--- config.mk ---
export PLATFORM = sky130hd
export DESIGN_NAME = m_store_buffer
export DESIGN_NICKNAME = d
export VERILOG_FILES = /design/src/rtl/m_store_buffer.sv
export SDC_FILE = /design/constraint.sdc
export NUM_CORES = 1
export LEC_CHECK = 0
export ABC_AREA = 1
export CAP_MARGIN = 30
export CELL_PAD_IN_SITES_DETAIL_PLACEMENT = 1
export CELL_PAD_IN_SITES_GLOBAL_PLACEMENT = 2
export CORE_MARGIN = 5
export CORE_UTILIZATION = 36
export DETAILED_ROUTE_END_ITERATION = 12
export HOLD_SLACK_MARGIN = 0.1
export MAX_ROUTING_LAYER = met4
export PLACE_DENSITY = 0.95
export SYNTH_ARGS = -nofsm -noshare
export SYNTH_HDL_FRONTEND = slang
export SYNTH_SLANG_ARGS = --single-unit
--- constraint.sdc ---
create_clock -name clk -period 12.8 [get_ports clk]
set_input_delay 1.92 -clock clk [delete_from_list [all_inputs] [get_ports clk]]
set_output_delay 1.92 -clock clk [all_outputs]
set_load 0.02 [all_outputs]
--- src/rtl/m_store_buffer.sv ---
// m_store_buffer: FIFO write buffer between the M-stage register and data memory, draining one store per cycle.
// Optional macro STB_FWD_EN forwards a load from the youngest same-word entry when that entry is a full-word store.
module m_store_buffer #(
    parameter int DEPTH = 4,
    parameter int AW    = 32
) (
    input  logic                     clk,
    input  logic                     reset,
    input  logic                     st_valid,
    output logic                     st_ready,
    input  logic [AW-1:0]            st_addr,
    input  logic [31:0]              st_data,
    input  logic [2:0]               st_sel,
    input  logic                     ld_valid,
    input  logic [AW-1:0]            ld_addr,
    output logic                     ld_stall,
    output logic                     ld_fwd_valid,
    output logic [31:0]              ld_fwd_data,
    output logic                     dm_we,
    output logic [AW-1:0]            dm_addr,
    output logic [31:0]              dm_wdata,
    output logic [2:0]               dm_sel,
    input  logic                     dm_ready,
    output logic                     empty,
    output logic [$clog2(DEPTH):0]   count
);

    localparam int            PW   = $clog2(DEPTH);
    localparam int            CW   = PW + 1;
    localparam logic [CW-1:0] FULL = CW'(DEPTH);

    logic [AW-1:0] addr_q [DEPTH];
    logic [31:0]   data_q [DEPTH];
    logic [2:0]    sel_q  [DEPTH];

    logic [PW-1:0] rd_ptr;
    logic [PW-1:0] wr_ptr;
    logic [PW-1:0] idx;
    logic          push;
    logic          pop;
    logic          any_match;
    logic          fwd_hit;
    logic          ld_addr_unused;

`ifdef STB_FWD_EN
    logic          young_word;
    logic [31:0]   young_data;
`endif

    assign empty    = (count == '0);
    assign st_ready = (count < FULL);
    assign push     = st_valid && st_ready;
    assign dm_we    = !empty;
    assign pop      = dm_we && dm_ready;

    // Head outputs come straight from storage; forced to zero while nothing is pending.
    assign dm_addr  = empty ? '0    : addr_q[rd_ptr];
    assign dm_wdata = empty ? 32'd0 : data_q[rd_ptr];
    assign dm_sel   = empty ? 3'd0  : sel_q[rd_ptr];

    // Byte offset within a word never matters for the conflict check.
    assign ld_addr_unused = ^ld_addr[1:0];

    always_ff @(posedge clk or posedge reset) begin
        if (reset) begin
            rd_ptr <= '0;
            wr_ptr <= '0;
            count  <= '0;
        end else begin
            if (push)
                wr_ptr <= wr_ptr + PW'(1);
            if (pop)
                rd_ptr <= rd_ptr + PW'(1);
            if (push && !pop)
                count <= count + CW'(1);
            else if (pop && !push)
                count <= count - CW'(1);
        end
    end

    always_ff @(posedge clk) begin
        if (push) begin
            addr_q[wr_ptr] <= st_addr;
            data_q[wr_ptr] <= st_data;
            sel_q[wr_ptr]  <= st_sel;
        end
    end

    // Walk entries oldest to youngest so the last hit seen is the youngest match.
    always_comb begin
        any_match = 1'b0;
        idx       = '0;
`ifdef STB_FWD_EN
        young_word = 1'b0;
        young_data = 32'd0;
`endif
        for (int k = 0; k < DEPTH; k++) begin
            idx = rd_ptr + PW'(k);
            if ((CW'(k) < count) && (addr_q[idx][AW-1:2] == ld_addr[AW-1:2])) begin
                any_match = 1'b1;
`ifdef STB_FWD_EN
                young_word = (sel_q[idx] == 3'd0);
                young_data = data_q[idx];
`endif
            end
        end
    end

`ifdef STB_FWD_EN
    assign fwd_hit      = any_match && young_word;
    assign ld_fwd_valid = ld_valid && !st_valid && fwd_hit;
    assign ld_fwd_data  = ld_fwd_valid ? young_data : 32'd0;
`else
    assign fwd_hit      = 1'b0;
    assign ld_fwd_valid = 1'b0;
    assign ld_fwd_data  = 32'd0;
`endif

    // A load arriving together with a store is illegal; hold it rather than guess.
    assign ld_stall = ld_valid && (st_valid || (any_match && !fwd_hit));

endmodule

==> results of run 1 <==
-- kinds of logic (layout without fill, tap and decap cells) --
kind of cell	count (synthesis)	count (layout)	share of synthesized area
other	1	43	0.000248
DFF	275	275	0.543
xor gates and xnor gates	9	9	0.00521
buffers and inverters	232	364	0.0706
AOI/OAI and AO/OA	90	90	0.0389
adders and majority gates	9	9	0.00744
and+or+nand+nor	1220	1220	0.334
-- cell usage in the layout (no fill, tap or decap) --
cell type | Yosys | routed
dfrtp_1 | 7 | 5
clkbuf_1 | 26 | 3
nand2_2 | 0 | 2
clkinv_1 | 0 | 5
xnor2_1 | 1 | 1
ha_1 | 9 | 9
o21ai_1 | 2 | 2
edfxtp_1 | 268 | 268
a31oi_1 | 37 | 37
clkinv_4 | 0 | 3
nor2_1 | 80 | 76
buf_16 | 0 | 1
clkinvlp_4 | 0 | 2
clkinv_2 | 0 | 8
inv_2 | 5 | 4
nor2_4 | 0 | 4
inv_4 | 0 | 1
bufinv_16 | 0 | 4
buf_12 | 0 | 2
clkbuf_16 | 0 | 31
clkdlybuf4s50_1 | 0 | 175
inv_16 | 0 | 1
or2_2 | 1 | 1
nand3_1 | 341 | 341
conb_1 | 1 | 33
nand4_1 | 21 | 21
o21ai_0 | 12 | 12
dfrtp_4 | 0 | 2
a21oi_1 | 2 | 2
a22oi_1 | 37 | 37
buf_4 | 39 | 15
xor2_1 | 8 | 8
nand2_1 | 777 | 775
inv_1 | 109 | 109
diode_2 | 0 | 10
-- power by group through the flow --
stage                     registers (mW)  logic (mW)  clock network [mW]
after floorplan                     1.21        1.73                   0
after CTS                           1.24        2.80               0.933
final                               1.24        2.78               0.915
after detailed placement            1.25        2.78                   0
after global routing                1.25        3.05               0.972
after global placement              1.24        2.69                   0
-- cell type report --
| type | count | share of cell area |
|---|---|---|
| Sequential cell | 275 | 0.449 |
| Multi-Input combinational cell | 1361 | 0.328 |
| Timing Repair Buffer | 193 | 0.105 |
| Clock buffer | 34 | 0.0430 |
| Tap cell | 539 | 0.0368 |
| Inverter | 114 | 0.0235 |
| Clock inverter | 23 | 0.0131 |
| Antenna cell | 10 | 0.00137 |
-- routing by layer --
metal / track usage / wire length (microns) / up-vias / share of wire
li1: - / - / 6410 / -
met4: 0.0546 / 1320 / 0 / 0.024
met2: 0.410 / 27500 / 354 / 0.50
met5: - / 0 / - / 0
met3: 0.0502 / 3360 / 70 / 0.061
met1: 0.288 / 23000 / 6787 / 0.42
-- final timing paths --
path	slack (ns)	cells after the start	to
setup / recovery	5.49	18	ld_stall
hold / removal	0.54	1	wr_ptr[0]$_DFFE_PP0P_
setup reg to reg	9.53	6	rd_ptr[1]$_DFFE_PP0P_
hold reg to reg	0.54	1	wr_ptr[0]$_DFFE_PP0P_
max in group asynchronous	10.93	2	rd_ptr[1]$_DFFE_PP0P_
min in group asynchronous	1.61	2	wr_ptr[0]$_DFFE_PP0P_
-- state kept, by name, indices dropped and copies added, names as in the netlist --
name and flops:
count 3, addr_q 128, rd_ptr 2, data_q 128, sel_q 12, wr_ptr 2
-- worst max-delay path, cell delays in order, from the launching register on --
cell             delay, ns
dfrtp_4               0.64
inv_4                 0.50
buf_4                 0.72
nand2_1               0.22
nand2_2               0.10
buf_4                 0.66
nand2_1               0.17
nand2_1               0.12
nand2_1               0.05
nand2_1               0.15
nand3_1               0.15
nor2_1                0.13
nand2_1               0.08
nor2_1                0.11
nand2_1               0.06
nand2_1               0.05
nor2_1                0.08
nor2_1                0.09
clkdlybuf4s50_1       0.60
-- through the flow --
stage               hold slack (ns)  cells
finish                        0.539   2549
global route                  0.574   2548
CTS                           0.549   2539
detailed placement            0.538   2482
global placement              0.518   2479
floorplan                     0.494   1868
==> run metrics, run 1 <==
Hold Crit Class=reg -> reg; pre-CTS setup slack=6.14 ns; critical path class=reg -> out; average size of a mapped cell=8.24 sq um; Detail Route Antenna Nets=0; routed vias/inst=5.34; initial antenna violation count=9; power per cell area=~270 mW/mm^2; ys flop type=edfxtp_1; clk root buf=clkbuf_16; fin crit share=0.571; critical-path maximum fanout=69; global-route wire length before repair=about 84000 microns; Longest Clk Path Bufs=3; worst r2r src=rd_ptr[0]$_DFFE_PP0P_; sequential power share=0.250; Seq cells post-synth=275; Worst Setup End Kind=output pin; initial core utilization=0.362; CP startpoint=rd_ptr[0]$_DFFE_PP0P_; Initial DRC Count=914; Residual DRC=0; LEAKAGE=7.70 nW; std cell rows=75; # IOs=approximately 210; fin nets=2089; Synth cell types=22; clock skew=between 0.02 and 0.03 ns; Max Cap Violations=0; Yosys warning count=0; H-Tree Depth=1; clock power share=0.186; Sink Count=around 280; Die H=215 microns; Synth top area share=0.532; Pwr Total=4.93 mW; status=complete, no violations; mapped cell area=0.0151 sq mm; Worst-Margin Slew=0.899 ns; Placer Congestion=a little over 0.9; synth top area cells=edfxtp_1 53%, nand2_1 19%, nand3_1 11%; CP required=10.88 ns; setup_tns=0 ns; utilization after layout=0.439; area grow syn2layout=21.0%; fin crit period=7.31 ns; Vias=13600; PnR worst setup slack=5.49 ns; top-count cell post-synth=nand2_1; Skew-Pair Late Insertion Delay=between 0.6 and 0.7 ns; Post-DP HPWL=38600 microns; CTS tree=yes; Worst Hold Launch=wr_ptr[0]$_DFFE_PP0P_; Resize count post-CTS=0; Worst-path clk slew=0.06 ns; core footprint=0.0418 sq mm; Routed WL=55200 microns; GR Util All Layers=0.238; DP Area=between 0.015 and 0.02 sq mm; final hold vios=0; Reg area=roughly 0.008 sq mm; die area=about 0.046 sq mm; share of cells above drive strength 1=0.0405; Switching Share=0.484; GR Overflow Total=0; largest net degree at the start of global routing=75; Slew headroom=0.401; cells after synthesis=between 1500 and 2000; ys async rst share=0.0255; fmax=roughly 140 MHz; Routed wire per std cell=~22 microns; CP Launch Type=register; Net Sw Power=2.39 mW; setup violators final=0; drt pass-1 iters=6; post-synth top area cell=edfxtp_1; number of synthesized flops with an enable pin=268; most frequent cells after synthesis=777 x nand2_1, 341 x nand3_1, 268 x edfxtp_1; RSZ-0062 raised after global routing=false; area of the multi-input gates=0.00600 sq mm; Max Slew Vio Count=0; Final Cell Area=0.0183 sq mm; cts bufs inserted=31; post-cts hold buffer count=0; Arr. time, crit path=5.39 ns; peak supply drop=0.264 mV; internal power=2.54 mW; Die W=about 220 microns; I/O Buffers=175; Comb pwr share=0.564; post-synthesis sequential area ratio=0.543; post-CTS setup buffers=0; Filler cells=4888; vias in the first global route=14100
No activity file was read; power rests on OpenSTA's default activity.
==> run 2, diff against run 1 <==
--- a/config.mk
+++ b/config.mk
@@ -10,11 +10,11 @@
 export CELL_PAD_IN_SITES_DETAIL_PLACEMENT = 1
 export CELL_PAD_IN_SITES_GLOBAL_PLACEMENT = 2
 export CORE_MARGIN = 5
-export CORE_UTILIZATION = 36
+export CORE_UTILIZATION = 33
 export DETAILED_ROUTE_END_ITERATION = 12
 export HOLD_SLACK_MARGIN = 0.1
 export MAX_ROUTING_LAYER = met4
-export PLACE_DENSITY = 0.95
+export PLACE_DENSITY = 0.89
 export SYNTH_ARGS = -nofsm -noshare
 export SYNTH_HDL_FRONTEND = slang
 export SYNTH_SLANG_ARGS = --single-unit
==> constraint.sdc (replaced) <==
create_clock -name clk -period 7.47 [get_ports clk]
set_input_delay 1.1205 -clock clk [delete_from_list [all_inputs] [get_ports clk]]
set_output_delay 1.1205 -clock clk [all_outputs]
set_load 0.02 [all_outputs]
==> run 2 against run 1 <==
Hold slack worse by 0.0026 ns; combinational power increased by 73%; first-iteration DRC count shrank 17%; largest power group unchanged; clock skew decreased by 0.016 ns; cell count is 2.3% higher; setup slack worse by 3.7 ns.
==> run metrics, run 2 (synthesized netlist as in run 1, its figures left out) <==
status=complete, no violations; Longest Clk Path Bufs=3 (unchanged); LEAKAGE=7.71 nW (about the same); initial antenna violation count=6 (-3); Worst-Margin Slew=1.01 ns (+0.111 ns); share of cells above drive strength 1=0.0400 (-0.000540); post-CTS setup buffers=0 (unchanged); Sink Count=275 (unchanged); Routed WL=55300 microns (+0.13%); Max Slew Vio Count=0 (unchanged); worst r2r src=count[2]$_DFFE_PP0P_; final hold vios=0 (unchanged); DP Area=0.0174 sq mm (+0.65%); Resize count post-CTS=0 (unchanged); Initial DRC Count=763 (-17%); routing usage on met3=0.0453 (-0.00490); fin crit period=5.66 ns; CTS tree=yes; initial core utilization=0.334 (-0.0289); critical-path maximum fanout=77 (+12%); GRT met1 Usage=0.258 (-0.0296); Residual DRC=0 (unchanged); peak supply drop=0.285 mV (+8.1%); critical path's slowest cell=inv_4; pre-CTS setup slack=2.38 ns (-3.76 ns); Slew headroom=0.327 (-0.0739); Worst-path clk slew=0.06 ns (about the same); I/O Buffers=175 (unchanged); post-cts hold buffer count=0 (unchanged); fin nets=2090 (+0.048%); Hold Crit Class=reg -> reg; Final Cell Area=0.0184 sq mm (+0.69%); clock skew=0.00904 ns (-0.0161 ns); CP required=6.35 ns (-4.53 ns); Placer Congestion=0.892 (-3.2%); commonest non-fill, non-tap cell in the layout=nand2_1; Worst Hold Launch=wr_ptr[0]$_DFFE_PP0P_; RSZ-0062 raised after global routing=false; # IOs=211 (unchanged); Max stage delay on crit path=0.64 ns (-0.08 ns); Filler cells=5347 (+9.4%); clk root buf=clkbuf_16; drt pass-1 iters=5 (-1); Largest regs=addr_q: 128 flops, data_q: 128 flops, sel_q: 12 flops; CP startpoint=rd_ptr[0]$_DFFE_PP0P_; critical path class=reg -> out; PnR worst setup slack=1.81 ns (-3.67 ns); Arr. time, crit path=4.54 ns (-0.85 ns); GR Overflow Total=0 (unchanged); power per cell area=460 mW/mm^2 (+71%); GR peak layer=met2; core footprint=0.0454 sq mm (+8.7%); Worst Setup End Kind=output pin; H-Tree Depth=1 (unchanged); fmax=177 MHz; global-route wire length before repair=81400 microns (-2.6%); fin crit share=0.757; Max Cap Violations=0 (unchanged); Final Non-Filler Cells=2608 (+2.3%); Skew-Pair Late Insertion Delay=0.60 ns (about the same); placed insts=2544 (+2.5%); largest net degree at the start of global routing=90 (+20%); Die W=224 microns (+4.2%); Vias=13500 (-0.80%); std cell rows=78 (+4.0%); routed vias/inst=5.18 (-3.0%); GR Util All Layers=0.216 (-0.0216); cts bufs inserted=31 (unchanged); CP Launch Type=register; most frequent cells in the layout=775 x nand2_1, 341 x nand3_1, 268 x edfxtp_1, 175 x clkdlybuf4s50_1, 109 x inv_1; met2 GRT Util=0.368 (-0.0422); Hold WS=0.536 ns (-0.00255 ns); die area=0.0503 sq mm (+8.7%); CP cell instances=inv_4 -> nand2_1 -> nand2_2 -> buf_4 -> nand2_1 -> nand3_1 -> nand2_1 -> inv_1 -> nand2_1 -> nor2_1 -> nand2_1 -> nor2_1 -> nand2_1 -> nand3_1 -> nor2_1 -> nor2_1 -> clkdlybuf4s50_1; Routed wire per std cell=21.2 microns (-2.1%); critical path's most frequent cell=nand2_1; Detail Route Antenna Nets=0 (unchanged); vias in the first global route=13800 (-2.7%); setup_tns=0 ns (unchanged); Post-DP HPWL=38400 microns (-0.30%); Die H=224 microns (+4.2%); area grow syn2layout=21.9%; setup violators final=0 (unchanged)
-- run 2: cell count changes in the layout (fill, tap and decap cells not counted), sizes merged --
cell and delta:
clkinvlp +4, diode -4, bufinv +1, buf +1
clkinv -4
-- run 2: routing by layer --
| metal | up-vias | part of all wire |
|---|---|---|
| met5 | - | 0 |
| met4 | 0 | 0.033 |
| met3 | 81 | 0.054 |
| met2 | 304 | 0.49 |
| met1 | 6709 | 0.42 |
| li1 | 6418 | - |
-- run 2: stage by stage --
| stage | utilization | total power [mW] |
|---|---|---|
| final | 0.406 | 8.49 |
| after global routing | 0.406 | 9.06 |
| after CTS | 0.406 | 8.57 |
| after detailed placement | 0.383 | 6.94 |
| after global placement | 0.381 | 6.79 |
| after floorplan | - | 5.05 |
-- run 2: worst max-delay path: cells and delay by family, from the launching register on --
family | cells | cell delay (ns)
buf+inv | 4 | 1.73
simple gates | 13 | 1.67
flops | 1 | 0.50
-- run 2: final timing paths --
check,end,slack [ns],cells after the start
max reg2reg,addr_q[0][27]$_DFFE_PP_,4.84,5
max,ld_stall,1.81,17
max in group asynchronous,rd_ptr[1]$_DFFE_PP0P_,6.43,2
min in group asynchronous,wr_ptr[1]$_DFFE_PP0P_,0.78,2
min reg2reg,wr_ptr[0]$_DFFE_PP0P_,0.54,1
min,wr_ptr[0]$_DFFE_PP0P_,0.54,1
-- run 2: area by class of cell --
cell class | count | area (sq um) | area share
antenna | 6 | 15.0 | 0.000814
clock buffer | 34 | 787 | 0.0427
clock inverter | 24 | 265 | 0.0144
inverter | 114 | 430 | 0.0233
multi-input combinational | 1361 | 6000 | 0.325
sequential | 275 | 8230 | 0.446
tap | 600 | 751 | 0.0407
timing repair buffer | 194 | 1970 | 0.107
-- run 2: power by group --
part	switching (mW)	internal, mW	total, mW
sequential	0.131	1.95	2.09
combinational	3.30	1.52	4.82
clock	0.657	0.932	1.59
total	4.08	4.41	8.49
==> run 3, diff against run 2 <==
--- a/config.mk
+++ b/config.mk
@@ -10,11 +10,11 @@
 export CELL_PAD_IN_SITES_DETAIL_PLACEMENT = 1
 export CELL_PAD_IN_SITES_GLOBAL_PLACEMENT = 2
 export CORE_MARGIN = 5
-export CORE_UTILIZATION = 33
+export CORE_UTILIZATION = 30
 export DETAILED_ROUTE_END_ITERATION = 12
 export HOLD_SLACK_MARGIN = 0.1
 export MAX_ROUTING_LAYER = met4
-export PLACE_DENSITY = 0.89
+export PLACE_DENSITY = 0.85
 export SYNTH_ARGS = -nofsm -noshare
 export SYNTH_HDL_FRONTEND = slang
 export SYNTH_SLANG_ARGS = --single-unit
==> constraint.sdc (replaced) <==
create_clock -name clk -period 4.8 [get_ports clk]
set_input_delay 0.72 -clock clk [delete_from_list [all_inputs] [get_ports clk]]
set_output_delay 0.72 -clock clk [all_outputs]
set_load 0.02 [all_outputs]
==> run 3 against run 2 <==
Flip-flop and latch count unchanged; sequential share of layout area down 0.28 points; highest routed layer unchanged; non-clock buffer count up 8; global-route usage decreased by 1.6 points; via count fell by 0.98%; utilization shrank 3.6 points; routed wire length up 1.0%; final area increased by 0.64%; hold slack worse by 0.11 ns; total power up 55%; largest cell class unchanged; combinational power up 59%; die area is 9.5% higher.
==> run metrics, run 3 (synthesized netlist as in run 1, its figures left out) <==
global-route wire length before repair=84000 microns (+3.2%); Skew-Pair Late Insertion Delay=0.60 ns (about the same); commonest non-fill, non-tap cell in the layout=nand2_1; setup_tns=0 ns (unchanged); Reg area=0.00823 sq mm (unchanged); internal power=6.83 mW (+55%); Die W=235 microns (+4.7%); Routed wire per std cell=20.8 microns (-2.0%); cts bufs inserted=31 (unchanged); Vias=13400 (-0.98%); routed vias/inst=4.98 (-4.0%); Max Slew Vio Count=0 (unchanged); Slew headroom=0.362 (+0.0349); Sink Count=275 (unchanged); area grow syn2layout=22.6%; core footprint=0.0501 sq mm (+10%); Hold Crit Class=in -> async; DP Area=0.0175 sq mm (+0.83%); Placer Congestion=0.937 (+5.0%); RSZ-0062 raised after global routing=false; LEAKAGE=7.75 nW (+0.52%); Largest regs=addr_q: 128 flops, data_q: 128 flops, sel_q: 12 flops; area of the multi-input gates=0.00600 sq mm (unchanged); initial antenna violation count=9 (+3); clk root buf=clkbuf_16; Routed WL=55800 microns (+1.0%); worst flop-to-flop path endpoint=addr_q[2][5]$_DFFE_PP_; CTS tree=yes; status=complete, no violations; share of cells above drive strength 1=0.0428 (+0.00287); FF-to-FF setup slack=2.21 ns (-2.63 ns); fin nets=2098 (+0.38%); vias in the first global route=14100 (+2.3%); setup violators final=0 (unchanged); GR Overflow Total=0 (unchanged); Arr. time, crit path=3.79 ns (-0.75 ns); largest net degree at the start of global routing=76 (-16%); post-cts hold buffer count=0 (unchanged); most frequent cells in the layout=775 x nand2_1, 341 x nand3_1, 268 x edfxtp_1, 175 x clkdlybuf4s50_1, 109 x inv_1; # IOs=211 (unchanged); worst r2r src=count[2]$_DFFE_PP0P_; Comb pwr share=0.579 (+0.012); utilization after layout=0.371 (-0.0357); GR Util All Layers=0.200 (-0.0159); Hold WS=0.426 ns (-0.111 ns); std cell rows=82 (+5.1%); Final Cell Area=0.0186 sq mm (+0.64%); fin crit share=0.940; PnR worst setup slack=0.286 ns (-1.53 ns); pre-CTS setup slack=0.842 ns (-1.54 ns); sequential power share=0.244 (-0.002); Switching Share=0.482 (+0.00153); CP Launch Type=register; drt pass-1 iters=5 (unchanged); R2R depth=4 (-1); final hold vios=0 (unchanged); critical-path maximum fanout=67 (-13%); I/O Buffers=175 (unchanged); Longest Clk Path Bufs=3 (unchanged); Net Sw Power=6.36 mW (+56%); clock skew=0.00961 ns (+0.000579 ns); H-Tree Depth=1 (unchanged); Max Cap Violations=0 (unchanged); Initial DRC Count=761 (-0.26%); fin crit period=4.51 ns; Detail Route Antenna Nets=0 (unchanged); peak supply drop=0.543 mV (+91%); critical path class=reg -> out; Worst-Margin Slew=0.958 ns (-0.0523 ns); fmax=about 220 MHz; Worst-path clk slew=0.06 ns (about the same); Filler cells=5942 (+11%); Residual DRC=0 (unchanged); Post-DP HPWL=39700 microns (+3.3%); Die H=235 microns (+4.7%); clock power share=0.178 (-0.009); CP required=4.08 ns (-2.27 ns); die area=0.0550 sq mm (+9.5%); initial core utilization=0.302 (-0.0312); power per cell area=711 mW/mm^2 (+54%); Worst Setup End Kind=output pin
run 3: cell types whose count changed in the layout (fill, tap and decap cells not counted), moves of 3 or more:
cell | previous run | this run
buf_12 | 1 | 6
buf_16 | 3 | 0
diode_2 | 6 | 9
buf_4 | 15 | 18
clkbuf_1 | 3 | 10
bufinv_16 | 5 | 2
clkinv_1 | 8 | 1
clkinvlp_4 | 6 | 0
clkbuf_8 | 0 | 4
run 3: worst max path at each step:
stage                                from                endpoint  slack [ns]  cells after the start
global placement               ld_addr[5]                ld_stall        0.86                     14
finish              rd_ptr[1]$_DFFE_PP0P_                ld_stall        0.29                     15
CTS                 rd_ptr[0]$_DFFE_PP0P_                ld_stall        0.19                     17
detailed placement  rd_ptr[0]$_DFFE_PP0P_                ld_stall        0.84                     17
global route        rd_ptr[0]$_DFFE_PP0P_                ld_stall        0.01                     17
floorplan                        st_valid  addr_q[0][0]$_DFFE_PP_        0.40                      4
run 3: worst max-delay path, stage by stage (launching register included):
cell             delay [ns]
dfrtp_4                0.43
buf_6                  0.30
nand2_1                0.11
nand2_2                0.10
buf_12                 0.30
nand2_1                0.09
nand2_1                0.10
xor2_1                 0.37
nor2_1                 0.15
nand2_1                0.10
nor2_1                 0.05
nand2_1                0.06
nand3_1                0.06
nor2_1                 0.27
nor2_1                 0.08
clkdlybuf4s50_1        0.55
run 3: stage by stage:
stage | power [mW] | instances
after global routing | 14.1 | 2689
after CTS | 13.3 | 2679
after global placement | 10.7 | 2623
after floorplan | 7.85 | 1868
after detailed placement | 10.9 | 2623
final | 13.2 | 2689
run 3: metal layers:
metal / track usage / wire length [microns] / vias to the layer above
met1: 0.242 / 23500 / 6542
li1: - / - / 6423
met4: 0.0557 / 1800 / 0
met3: 0.0502 / 3650 / 87
met2: 0.334 / 26900 / 328
met5: - / 0 / -
run 3: final cells by class:
| class | count | share of cell area |
|---|---|---|
| flip-flops and latches | 275 | 0.443 |
| multi-input cells | 1361 | 0.323 |
| repair buffers | 202 | 0.110 |
| clock buffers | 45 | 0.0468 |
| well taps | 672 | 0.0453 |
| inverters | 114 | 0.0232 |
| clock inverters | 11 | 0.00681 |
| diodes | 9 | 0.00121 |
run 3: repair_timing:
item | in CTS | in global routing
hold endpoints to repair | 0 | 0
buffers inserted | 0 | 1
setup endpoints to repair | 0 | 1
resized for setup | 0 | 2
run 3: power by group through the flow:
| stage | Combinational (mW) | Clock (mW) | Sequential [mW] |
|---|---|---|---|
| floorplan | 4.62 | 0 | 3.24 |
| global placement | 7.47 | 0 | 3.26 |
| detailed placement | 7.61 | 0 | 3.28 |
| CTS | 7.66 | 2.40 | 3.23 |
| global route | 8.37 | 2.50 | 3.25 |
| finish | 7.64 | 2.35 | 3.22 |
